==> src/rtl/ddf_split_if.sv <==
// Bundle of token-stream, NDA and data-FIFO signals around the flux splitter.
// master is the splitter side, slave is the FIFO/environment side.
interface ddf_split_if #(
    parameter int PORTS = 2,
    parameter int FLUX  = 2,
    parameter int WIDTH = 8
);
    logic [WIDTH-1:0]       in0_data;
    logic                   in0_empty;
    logic                   in0_read;
    logic [WIDTH-1:0]       nda_data;
    logic [FLUX-1:0]        nda_full;
    logic [FLUX-1:0]        nda_wr;
    logic [WIDTH*PORTS-1:0] out_data;
    logic [PORTS*FLUX-1:0]  out_full;
    logic [PORTS*FLUX-1:0]  out_wr;
    logic [FLUX-1:0]        done;
    logic                   err;

    modport master (
        input  in0_data, in0_empty, nda_full, out_full,
        output in0_read, nda_data, nda_wr, out_data, out_wr, done, err
    );

    modport slave (
        output in0_data, in0_empty, nda_full, out_full,
        input  in0_read, nda_data, nda_wr, out_data, out_wr, done, err
    );
endinterface

==> src/rtl/ddf_split.sv <==
// Splits a tagged packet stream into per-flux NDA header FIFOs and per-port data FIFOs.
// state  | meaning
// S_HDR  | next popped token is a header {tag, N}
// S_DATA | routing data tokens of flux cur_tag, grp groups left, next lane = port
module ddf_split #(
    parameter int PORTS = 2,
    parameter int FLUX  = 2,
    parameter int WIDTH = 8
) (
    input logic         ck,
    input logic         rst,
    ddf_split_if.master bus
);
    localparam int TAG_WIDTH = $clog2(FLUX);
    localparam int P         = WIDTH - TAG_WIDTH;
    localparam int PW        = (PORTS > 1) ? $clog2(PORTS) : 1;

    localparam logic [0:0] S_HDR  = 1'b0;
    localparam logic [0:0] S_DATA = 1'b1;

    localparam logic [TAG_WIDTH:0] FLUX_LIM  = (TAG_WIDTH + 1)'(FLUX);
    localparam logic [PW-1:0]      PORT_LAST = PW'(PORTS - 1);
    localparam logic [P-1:0]       GRP_ONE   = P'(1);

    logic [0:0]           state, state_nxt;
    logic [TAG_WIDTH-1:0] cur_tag, tag_nxt;
    logic [P-1:0]         grp, grp_nxt;
    logic [PW-1:0]        port, port_nxt;
    logic                 err_q, err_set;

    logic [TAG_WIDTH-1:0] tag_in;
    logic [P-1:0]         len_in;
    logic                 tag_ok;

    logic                   in0_read;
    logic [WIDTH-1:0]       nda_data;
    logic [FLUX-1:0]        nda_wr;
    logic [FLUX-1:0]        done;
    logic [WIDTH*PORTS-1:0] out_data;
    logic [PORTS*FLUX-1:0]  out_wr;
    logic                   data_wr;

    assign tag_in = bus.in0_data[WIDTH-1:P];
    assign len_in = bus.in0_data[P-1:0];
    assign tag_ok = {1'b0, tag_in} < FLUX_LIM;

    always_comb begin
        in0_read  = 1'b0;
        nda_data  = '0;
        nda_wr    = '0;
        done      = '0;
        out_data  = '0;
        out_wr    = '0;
        data_wr   = 1'b0;
        err_set   = 1'b0;
        state_nxt = state;
        tag_nxt   = cur_tag;
        grp_nxt   = grp;
        port_nxt  = port;

        // Reset gates every strobe so nothing leaks while rst is held.
        if (!rst && !bus.in0_empty) begin
            case (state)
                S_HDR: begin
                    if (!tag_ok) begin
                        in0_read = 1'b1;
                        err_set  = 1'b1;
                    end else if (!bus.nda_full[tag_in]) begin
                        in0_read       = 1'b1;
                        nda_wr[tag_in] = 1'b1;
                        nda_data       = bus.in0_data;
                        tag_nxt        = tag_in;
                        grp_nxt        = len_in;
                        port_nxt       = '0;
                        if (len_in == '0) begin
                            done[tag_in] = 1'b1;
                        end else begin
                            state_nxt = S_DATA;
                        end
                    end
                end
                S_DATA: begin
                    for (int f = 0; f < FLUX; f++) begin
                        for (int p = 0; p < PORTS; p++) begin
                            if (cur_tag == TAG_WIDTH'(f) && port == PW'(p) &&
                                !bus.out_full[p + f*PORTS]) begin
                                data_wr                     = 1'b1;
                                in0_read                    = 1'b1;
                                out_wr[p + f*PORTS]         = 1'b1;
                                out_data[p*WIDTH +: WIDTH]  = bus.in0_data;
                            end
                        end
                    end
                    if (data_wr) begin
                        // Misrouted tokens still follow the open packet, only flagged.
                        if (tag_in != cur_tag) begin
                            err_set = 1'b1;
                        end
                        if (port == PORT_LAST) begin
                            port_nxt = '0;
                            grp_nxt  = grp - GRP_ONE;
                            if (grp == GRP_ONE) begin
                                done[cur_tag] = 1'b1;
                                state_nxt     = S_HDR;
                            end
                        end else begin
                            port_nxt = port + PW'(1);
                        end
                    end
                end
                default: state_nxt = S_HDR;
            endcase
        end
    end

    always_ff @(posedge ck or posedge rst) begin
        if (rst) begin
            state   <= S_HDR;
            cur_tag <= '0;
            grp     <= '0;
            port    <= '0;
            err_q   <= 1'b0;
        end else begin
            state   <= state_nxt;
            cur_tag <= tag_nxt;
            grp     <= grp_nxt;
            port    <= port_nxt;
            err_q   <= err_q | err_set;
        end
    end

    assign bus.in0_read = in0_read;
    assign bus.nda_data = nda_data;
    assign bus.nda_wr   = nda_wr;
    assign bus.out_data = out_data;
    assign bus.out_wr   = out_wr;
    assign bus.done     = done;
    assign bus.err      = err_q;
endmodule

==> src/flat_wrapper.sv <==
// flat-port wrapper written by rule: the top's interface ports become plain ports
module ddf_split_flat 
#(
    parameter int PORTS = 2,
    parameter int FLUX  = 2,
    parameter int WIDTH = 8
)
  (ck, rst, bus_in0_data, bus_in0_empty, bus_nda_full, bus_out_full, bus_in0_read, bus_nda_data, bus_nda_wr, bus_out_data, bus_out_wr, bus_done, bus_err);
  ddf_split_if #(.PORTS(PORTS), .FLUX(FLUX), .WIDTH(WIDTH)) bus_i ();
  input logic ck;
  input logic rst;
  input wire logic [$bits(bus_i.in0_data)-1:0] bus_in0_data;
  input wire logic [$bits(bus_i.in0_empty)-1:0] bus_in0_empty;
  input wire logic [$bits(bus_i.nda_full)-1:0] bus_nda_full;
  input wire logic [$bits(bus_i.out_full)-1:0] bus_out_full;
  output wire logic [$bits(bus_i.in0_read)-1:0] bus_in0_read;
  output wire logic [$bits(bus_i.nda_data)-1:0] bus_nda_data;
  output wire logic [$bits(bus_i.nda_wr)-1:0] bus_nda_wr;
  output wire logic [$bits(bus_i.out_data)-1:0] bus_out_data;
  output wire logic [$bits(bus_i.out_wr)-1:0] bus_out_wr;
  output wire logic [$bits(bus_i.done)-1:0] bus_done;
  output wire logic [$bits(bus_i.err)-1:0] bus_err;
  assign bus_i.in0_data = bus_in0_data;
  assign bus_i.in0_empty = bus_in0_empty;
  assign bus_i.nda_full = bus_nda_full;
  assign bus_i.out_full = bus_out_full;
  assign bus_in0_read = bus_i.in0_read;
  assign bus_nda_data = bus_i.nda_data;
  assign bus_nda_wr = bus_i.nda_wr;
  assign bus_out_data = bus_i.out_data;
  assign bus_out_wr = bus_i.out_wr;
  assign bus_done = bus_i.done;
  assign bus_err = bus_i.err;
  ddf_split #(.PORTS(PORTS), .FLUX(FLUX), .WIDTH(WIDTH)) u_core (.ck(ck), .rst(rst), .bus(bus_i));
endmodule
==> config.mk <==
export PLATFORM = sky130hd
export DESIGN_NAME = ddf_split_flat
export DESIGN_NICKNAME = d
export VERILOG_FILES = /design/src/rtl/ddf_split_if.sv /design/src/rtl/ddf_split.sv /design/src/flat_wrapper.sv
export SDC_FILE = /design/constraint.sdc
export NUM_CORES = 1
export LEC_CHECK = 0
export ABC_AREA = 1
export ABC_CLOCK_PERIOD_IN_PS = 1160
export CORE_MARGIN = 2
export CORE_UTILIZATION = 37
export CTS_CLUSTER_DIAMETER = 80
export DETAILED_ROUTE_END_ITERATION = 8
export PLACE_DENSITY_LB_ADDON = 0.1
export SYNTH_ARGS = -nofsm -noshare
export SYNTH_HDL_FRONTEND = slang
export SYNTH_SLANG_ARGS = --single-unit
==> constraint.sdc <==
create_clock -name ck -period 1.16 [get_ports ck]
set_input_delay 0.116 -clock ck [delete_from_list [all_inputs] [get_ports ck]]
set_output_delay 0.116 -clock ck [all_outputs]
set_load 0.05 [all_outputs]
==> flow_summary.toml, run 1 <==
[synthesis]
yosysTopAreaCell = "dfrtp_1"
synth_common_cells = "nand2_1, inv_1, nor2_1, nand3_1, nor3_1"
syn_area_per_cell_um2 = 6.44
ys_seq_area_share_pct = 24.6
synth_seq_cells = 11
syn_inst = 174
synth_area_um2 = 1120
ys_types = 30
synth_edf_count = 0
synth_area_leaders = "dfrtp_1, nand2_1, nand3_1"
synthFlopType = "dfrtp_1"
yosysWarnings = 0
yosysMostFrequentCell = "nand2_1"
synth_fp_nets = 193
synth_top_area_share_pct = 24.6
async_flop_share_pct = 100

[floorplan]
rows = 19
start_util_pct = 39.6
die_h_um = 59.0
fp.dieW_um = 59.0
pin_count = 51

[placement]
gp_congestion = 0.865
hpwl_mm = 5.71
io_buffers = 50

[status]
status = "aborted with a tool error"
error = "[ERROR DPL-0033] detailed placement checks failed during check placement."
haltStage = "detailed placement (3_5_place_dp)"
-- cell families after synthesis --
| logic type | Yosys count | share of synthesized area [%] |
|---|---|---|
| adder cells (fa/ha/maj) | 2 | 2.23 |
| XOR/XNOR | 1 | 0.781 |
| AO/OA/AOI/OAI | 11 | 5.69 |
| buffers and inverters | 32 | 13.5 |
| AND/OR/NAND/NOR | 117 | 53.2 |
| flip-flops | 11 | 24.6 |
-- metrics by stage --
step                    cell area [um^2]  worst slack [ns]  hold slack (ns)
after global placement              2800            -0.439            0.495
after floorplan                     1450            -0.335          -0.0316
==> inputs of run 2 (changes only) <==
ABC_CLOCK_PERIOD_IN_PS = 1510   (was 1160)
CORE_UTILIZATION = 25   (was 37)
CTS_CLUSTER_DIAMETER = not set   (was 80)
PLACE_DENSITY_LB_ADDON = 0.15   (was 0.1)
clock period = 1.51 ns   (was 1.16 ns; I/O delays follow)
==> run 2 against run 1 <==
Effect of this change: the flow now finishes, with violations (negative setup slack); synthesized cell count did not move; synthesized area did not move.
==> flow_summary.toml, run 2 <==
[worst_setup_path]
r2r_slack_ns = -0.07
cp-end-kind = "output pin"
rr_worst_depth = 10
crit_type = "flip-flop to output pin"
r2r_start = "u_core.cur_tag"
crit_arrival_ns = 1.58
critPathLaunchType = "flip-flop"
crit_path_max_fanout = 2
required_ns = 1.36
r2r_end = "u_core.grp[2]"

[timing]
rsz0062_at_grt = "yes"
worst_pin_slew_ns = 0.392
finalHoldViolations = 0
timing.fmax_mhz = 576
slew_headroom_pct = 73.8
setup_viol = 35
setup_ws_ns = -0.225
period_needed_ns = 1.73
whs_ns = 0.108
period_share_pct = 115
fin_skew_ns = 0.00305
maxSlewViolCount = 0

[placement]
place_ws_ns = -0.191
io_buffers = 50
gp_congestion = 0.846
hpwl_mm = 3.18

[power_and_ir_drop]
clockPowerShare_pct = 7.5
peakVddDrop_mv = 0.983
switchingPower_mw = 1.83
p_int_mw = 1.88
power_density_nw_per_um2 = 1260
seqPwrFrac_pct = 15.9
power.leakage_nw = 1.32
p_sw_share_pct = 49.3
p_comb_share_pct = 76.7

[synthesis]
yosysMostFrequentCell = "nand2_1"
ys_types = 30
synth_seq_cells = 11
async_flop_share_pct = 100
synth_common_cells = "nand2_1, inv_1, nor2_1, nand3_1, nor3_1"
yosysTopAreaCell = "dfrtp_1"
yosysWarnings = 0
synth_area_leaders = "dfrtp_1, nand2_1, nand3_1"
ys_seq_area_share_pct = 24.6
syn_inst = 174
synth_top_area_share_pct = 24.6
synth_fp_nets = 193
synth_area_um2 = 1120
synthFlopType = "dfrtp_1"
syn_area_per_cell_um2 = 6.44
synth_edf_count = 0

[finish]
multiInputGateArea_um2 = 1140
n_antenna_cell = 0
final_nets = 292
final_layout_size_suffix_gt1_share_pct = 62.9
final_common_cell = "buf_4"
largest_reg_flops = 7
final-seq-area_um2 = 279
top_register = "u_core.grp"
layout_common_cells = "buf_4, buf_12, nand2_1"
n_fill_cell = 325
syn_to_final_growth_pct = 162

[drt]
final_antenna_net_count = 0
dr.pass1.iters = 4
drt_iter0_drc = 52
finalWirelength_mm = 4.36
drc_errors = 0
avgViaCountPerCell = 4.64
vias = 1504
wl_per_cell_um = 13.5

[clocking]
cts_tree = "done"
clock-root-buffer = "clkbuf_8"
clock_sinks = 11
holdBufCountCts = 0
cts_buffer_depth = 2
clock_latency_ns = 0.23
clk_pin_slew_ns = 0.05
htreeDepth = 1
cts_buffers = 3

[floorplan]
core_um2 = 4320
rows = 24
start_util_pct = 25.9
die_h_um = 71.0
die-area_um2 = 5040
fp.dieW_um = 71.0
pin_count = 51

[global_routing]
grt_max_degree = 21
grt_pass1_wl_mm = 7.59
grt_use_total_pct = 18.7
antenna_found_initial = 0
overflow = 0
first_global_vias = 1542

[flow_run]
drv_cap = 0

[status]
status = "finished, violations left"
violations = "negative setup slack"

[hold_path]
hp-class = "primary input to async pin"
run 2: final cells by class:
class | instances | area share (%)
clock buffer | 4 | 1.53
inverter | 25 | 3.45
multi-input combinational | 131 | 38.8
sequential | 11 | 9.49
tap | 52 | 2.21
timing repair buffer | 101 | 44.5
run 2: cells by family after synthesis:
family | share of synthesized area [%]
and+or+nand+nor | 53.2
buffers and inverters | 13.5
AOI/OAI and AO/OA | 5.69
DFF | 24.6
adders and majority gates | 2.23
xor gates and xnor gates | 0.781
run 2: worst max-delay path by stage:
stage	start	to	cells after the start
3_3_place_gp	bus_in0_data[5]	bus_done[1]	8
2_1_floorplan	u_core.state	bus_out_data[0]	3
4_1_cts	u_core.cur_tag	bus_done[0]	10
5_1_grt	u_core.cur_tag	bus_done[1]	10
3_5_place_dp	bus_in0_data[5]	bus_done[1]	8
6_report	u_core.grp[1]	bus_done[1]	9
run 2: repair_timing:
| action | CTS | global route |
|---|---|---|
| gates cloned | 1 | 0 |
| setup buffers | 12 | 4 |
| pin swaps | 9 | 10 |
| setup endpoints to repair | 33 | 42 |
| resized for setup | 43 | 24 |
run 2: power groups by stage:
stage / logic, mW / registers (mW) / clock network (mW)
2_1_floorplan: 1.29 / 0.574 / 0
3_3_place_gp: 2.20 / 0.547 / 0
3_5_place_dp: 2.22 / 0.555 / 0
4_1_cts: 2.64 / 0.577 / 0.290
5_1_grt: 3.10 / 0.607 / 0.305
6_report: 2.84 / 0.588 / 0.276
run 2: worst max-delay path, cell delays in order, from the launching register on:
cell and delay (ns):
dfrtp_1 0.38, inv_2 0.08, ha_4 0.14, nand3_4 0.08, nor3_4 0.18, nand2_4 0.09, nor2_4 0.11, nand2_2 0.09
nand2_4 0.08, buf_12 0.13
run 2: per-layer routing:
metal  vias to the layer above  part of all wire [%]  track usage, %
li1                        765                     -               -
met1                       680                    44            25.2
met2                        49                    49            31.7
met3                        10                   5.3            1.99
met4                         0                   1.9            5.87
met5                         -                     0               0
run 2: per-stage QoR:
stage               total power [mW]  setup TNS, ns  area [um^2]  std cells  utilization [%]
finish                          3.70          -3.70         2940        324             68.0
global route                    4.01          -6.50         2940        324             68.0
CTS                             3.50          -2.44         2850        323             65.8
detailed placement              2.77          -3.99         2470        306             57.2
global placement                2.75          -3.69         2470        306             57.2
floorplan                       1.86          -1.97         1300        174                -
(Power assumes the default switching activity.)
==> variant: new RTL, config.mk and constraints of run 2 <==
Reset style: synchronous (`rst`), changed in one clocked block.
--- a/src/rtl/ddf_split.sv
+++ b/src/rtl/ddf_split.sv
@@ -113,7 +113,7 @@
         end
     end
 
-    always_ff @(posedge ck or posedge rst) begin
+    always_ff @(posedge ck) begin
         if (rst) begin
             state   <= S_HDR;
             cur_tag <= '0;
Formal check against the unedited RTL: differs if rst is asserted again (counterexample within 4 cycles, from zero or initial values and one cycle with rst high); with rst held inactive, the same outputs for 10 cycles.
==> variant against run 2 <==
  * The run still ends with setup timing left
  * Routed wire length fell by 7.7%
  * Via count fell by 3.4%
  * Setup slack improved by 94 ps
  * Area after synthesis fell by 5.6%
  * Sequential cell count did not move
  * Count of clock-buffer cells in the layout did not move
  * Worst hold slack improved by 310 ps
  * Cell area fell by 8.6%
  * Clock skew rose by 2.5 ps
Power is not compared: it rests on default switching activity, and its combinational part moved more than twofold at a synthesized area within 25%.
==> variant: results (changes against run 2) <==
outcome: "finished, violations left"  # unchanged
failed_checks: "setup timing"  # unchanged
setup_tns_ps: -1708  # was -3696 ps
swShare_pct: 36.87
grt_pass1_vias: 1376  # was 1,542
critPathMaxFanout: 8  # was 2
grt.total_usage_pct: 16.62  # was 18.75%
r2r_end: "u_core.grp[6]$_SDFFE_PP0P_"  # was u_core.grp[2]$_DFFE_PP0P_
min_path_type: "in2reg"  # was in2async
grt_use_met2_pct: 28.53  # was 31.67%
crit_arrival_ps: 1490  # was 1580 ps
syn_inst: 190  # was 174
via_count: 1453  # was 1,504
wl_mm: 4.023  # was 4.358 mm
clock_path_buffers: 2  # unchanged
hpwl_mm: 2.967  # was 3.181 mm
max_stage_delay_ps: 370
cts_max_level: 1  # unchanged
detail_route.iter0.violations: 42  # was 52
setup_viol: 27  # was 35
wl_met3_um: 121  # was 231 um
dr.max_layer_used: "met4"  # unchanged
synthXorXnorAreaFrac_pct: 0.8274  # was 0.7813%
synth_common_cells: "nor2_1 (44), nand2_1 (40), inv_1 (32)"  # was nand2_1 (41), inv_1 (20), nor2_1 (20)
use_met1_pct: 22.94  # was 25.22%
drive_gt1_share_pct: 53.17  # was 62.87%
use_met3_pct: 1.608  # was 1.994%
async_flop_share_pct: 0  # was 100.0%
finalNetCount: 304  # was 292
whs_endpoint: "u_core.cur_tag$_SDFFE_PP0P_"
avgViaCountPerCell: 4.350  # was 4.642
root_buffer: "clkbuf_8"  # unchanged
leakage_nw: 1.233
synth_compound_area_share_pct: 6.265  # was 5.692%
first_pass_iters: 4  # unchanged
dp_cells: 313  # was 306
gp_congestion: 0.7870  # was 0.8456
synth_adder_area_share_pct: 2.364  # was 2.232%
endpoint: "bus_out_data[4]"  # was bus_done[1]
synth_cell_types: 23  # was 30
maxSlewHeadroom_pct: 79.50  # was 73.80%
hold_ws_ps: 416.5  # was 108.3 ps
syn_nets: 209  # was 193
grt_pass1_wl_mm: 6.617  # was 7.590 mm
fin_ws_ps: -130.6  # was -224.9 ps
wl_met1_mm: 1.828  # was 1.901 mm
skew_ps: 5.520  # was 3.051 ps
reg2reg_from: "u_core.cur_tag$_SDFFE_PP0P_"  # was u_core.cur_tag$_DFFE_PP0P_
antenna_cells: 0  # unchanged
synth.area.top_cells: "dfxtp_1 (21%), nor2_1 (16%), nand2_1 (14%)"  # was dfrtp_1 (25%), nand2_1 (14%), nand3_1 (8.5%)
crit_slowest_cell: "dfxtp_4"  # was dfrtp_1
yosysSeqAreaShare_pct: 20.80  # was 24.55%
cts_buffers: 3  # unchanged
r2r_slack_ps: -10  # was -70 ps
post-place-ws_ps: -212.8  # was -190.7 ps
synth-main-ff-cell: "dfxtp_1"  # was dfrtp_1
worst_r2r_path_depth: 12  # was 10
route.met2.wl_mm: 2.059  # was 2.141 mm
post_dp_cell_area_um2: 2351  # was 2472 um2
startpoint: "u_core.port$_SDFFE_PP0P_"  # was u_core.grp[1]$_DFFE_PP0P_
## variant: cell types whose count changed after synthesis, moves of 2 or more
| cell | before | now |
|---|---|---|
| nor2_1 | 20 | 44 |
| inv_1 | 20 | 32 |
| dfrtp_1 | 11 | 0 |
| dfxtp_1 | 0 | 11 |
| nand3_1 | 19 | 9 |
| a21oi_1 | 0 | 3 |
| nand2_2 | 6 | 3 |
| nand4_1 | 3 | 1 |
| nor2_2 | 1 | 3 |
| o21ai_0 | 7 | 9 |
| o21bai_1 | 2 | 0 |
## variant: cell type report
type,count,area [um2]
Fill cell,341,1341
Tap cell,50,62.56
Clock buffer,4,45.04
Sequential cell,11,231.5
Multi-Input combinational cell,140,1042
Timing Repair Buffer,95,1167
Inverter,34,138.9
## variant: what timing repair did
item	CTS	global route
cloned	0	1
pin swaps	28	22
endpoints found under the setup margin	30	38
hold buffers	0	0
resized for setup	31	15
setup buffers	10	6
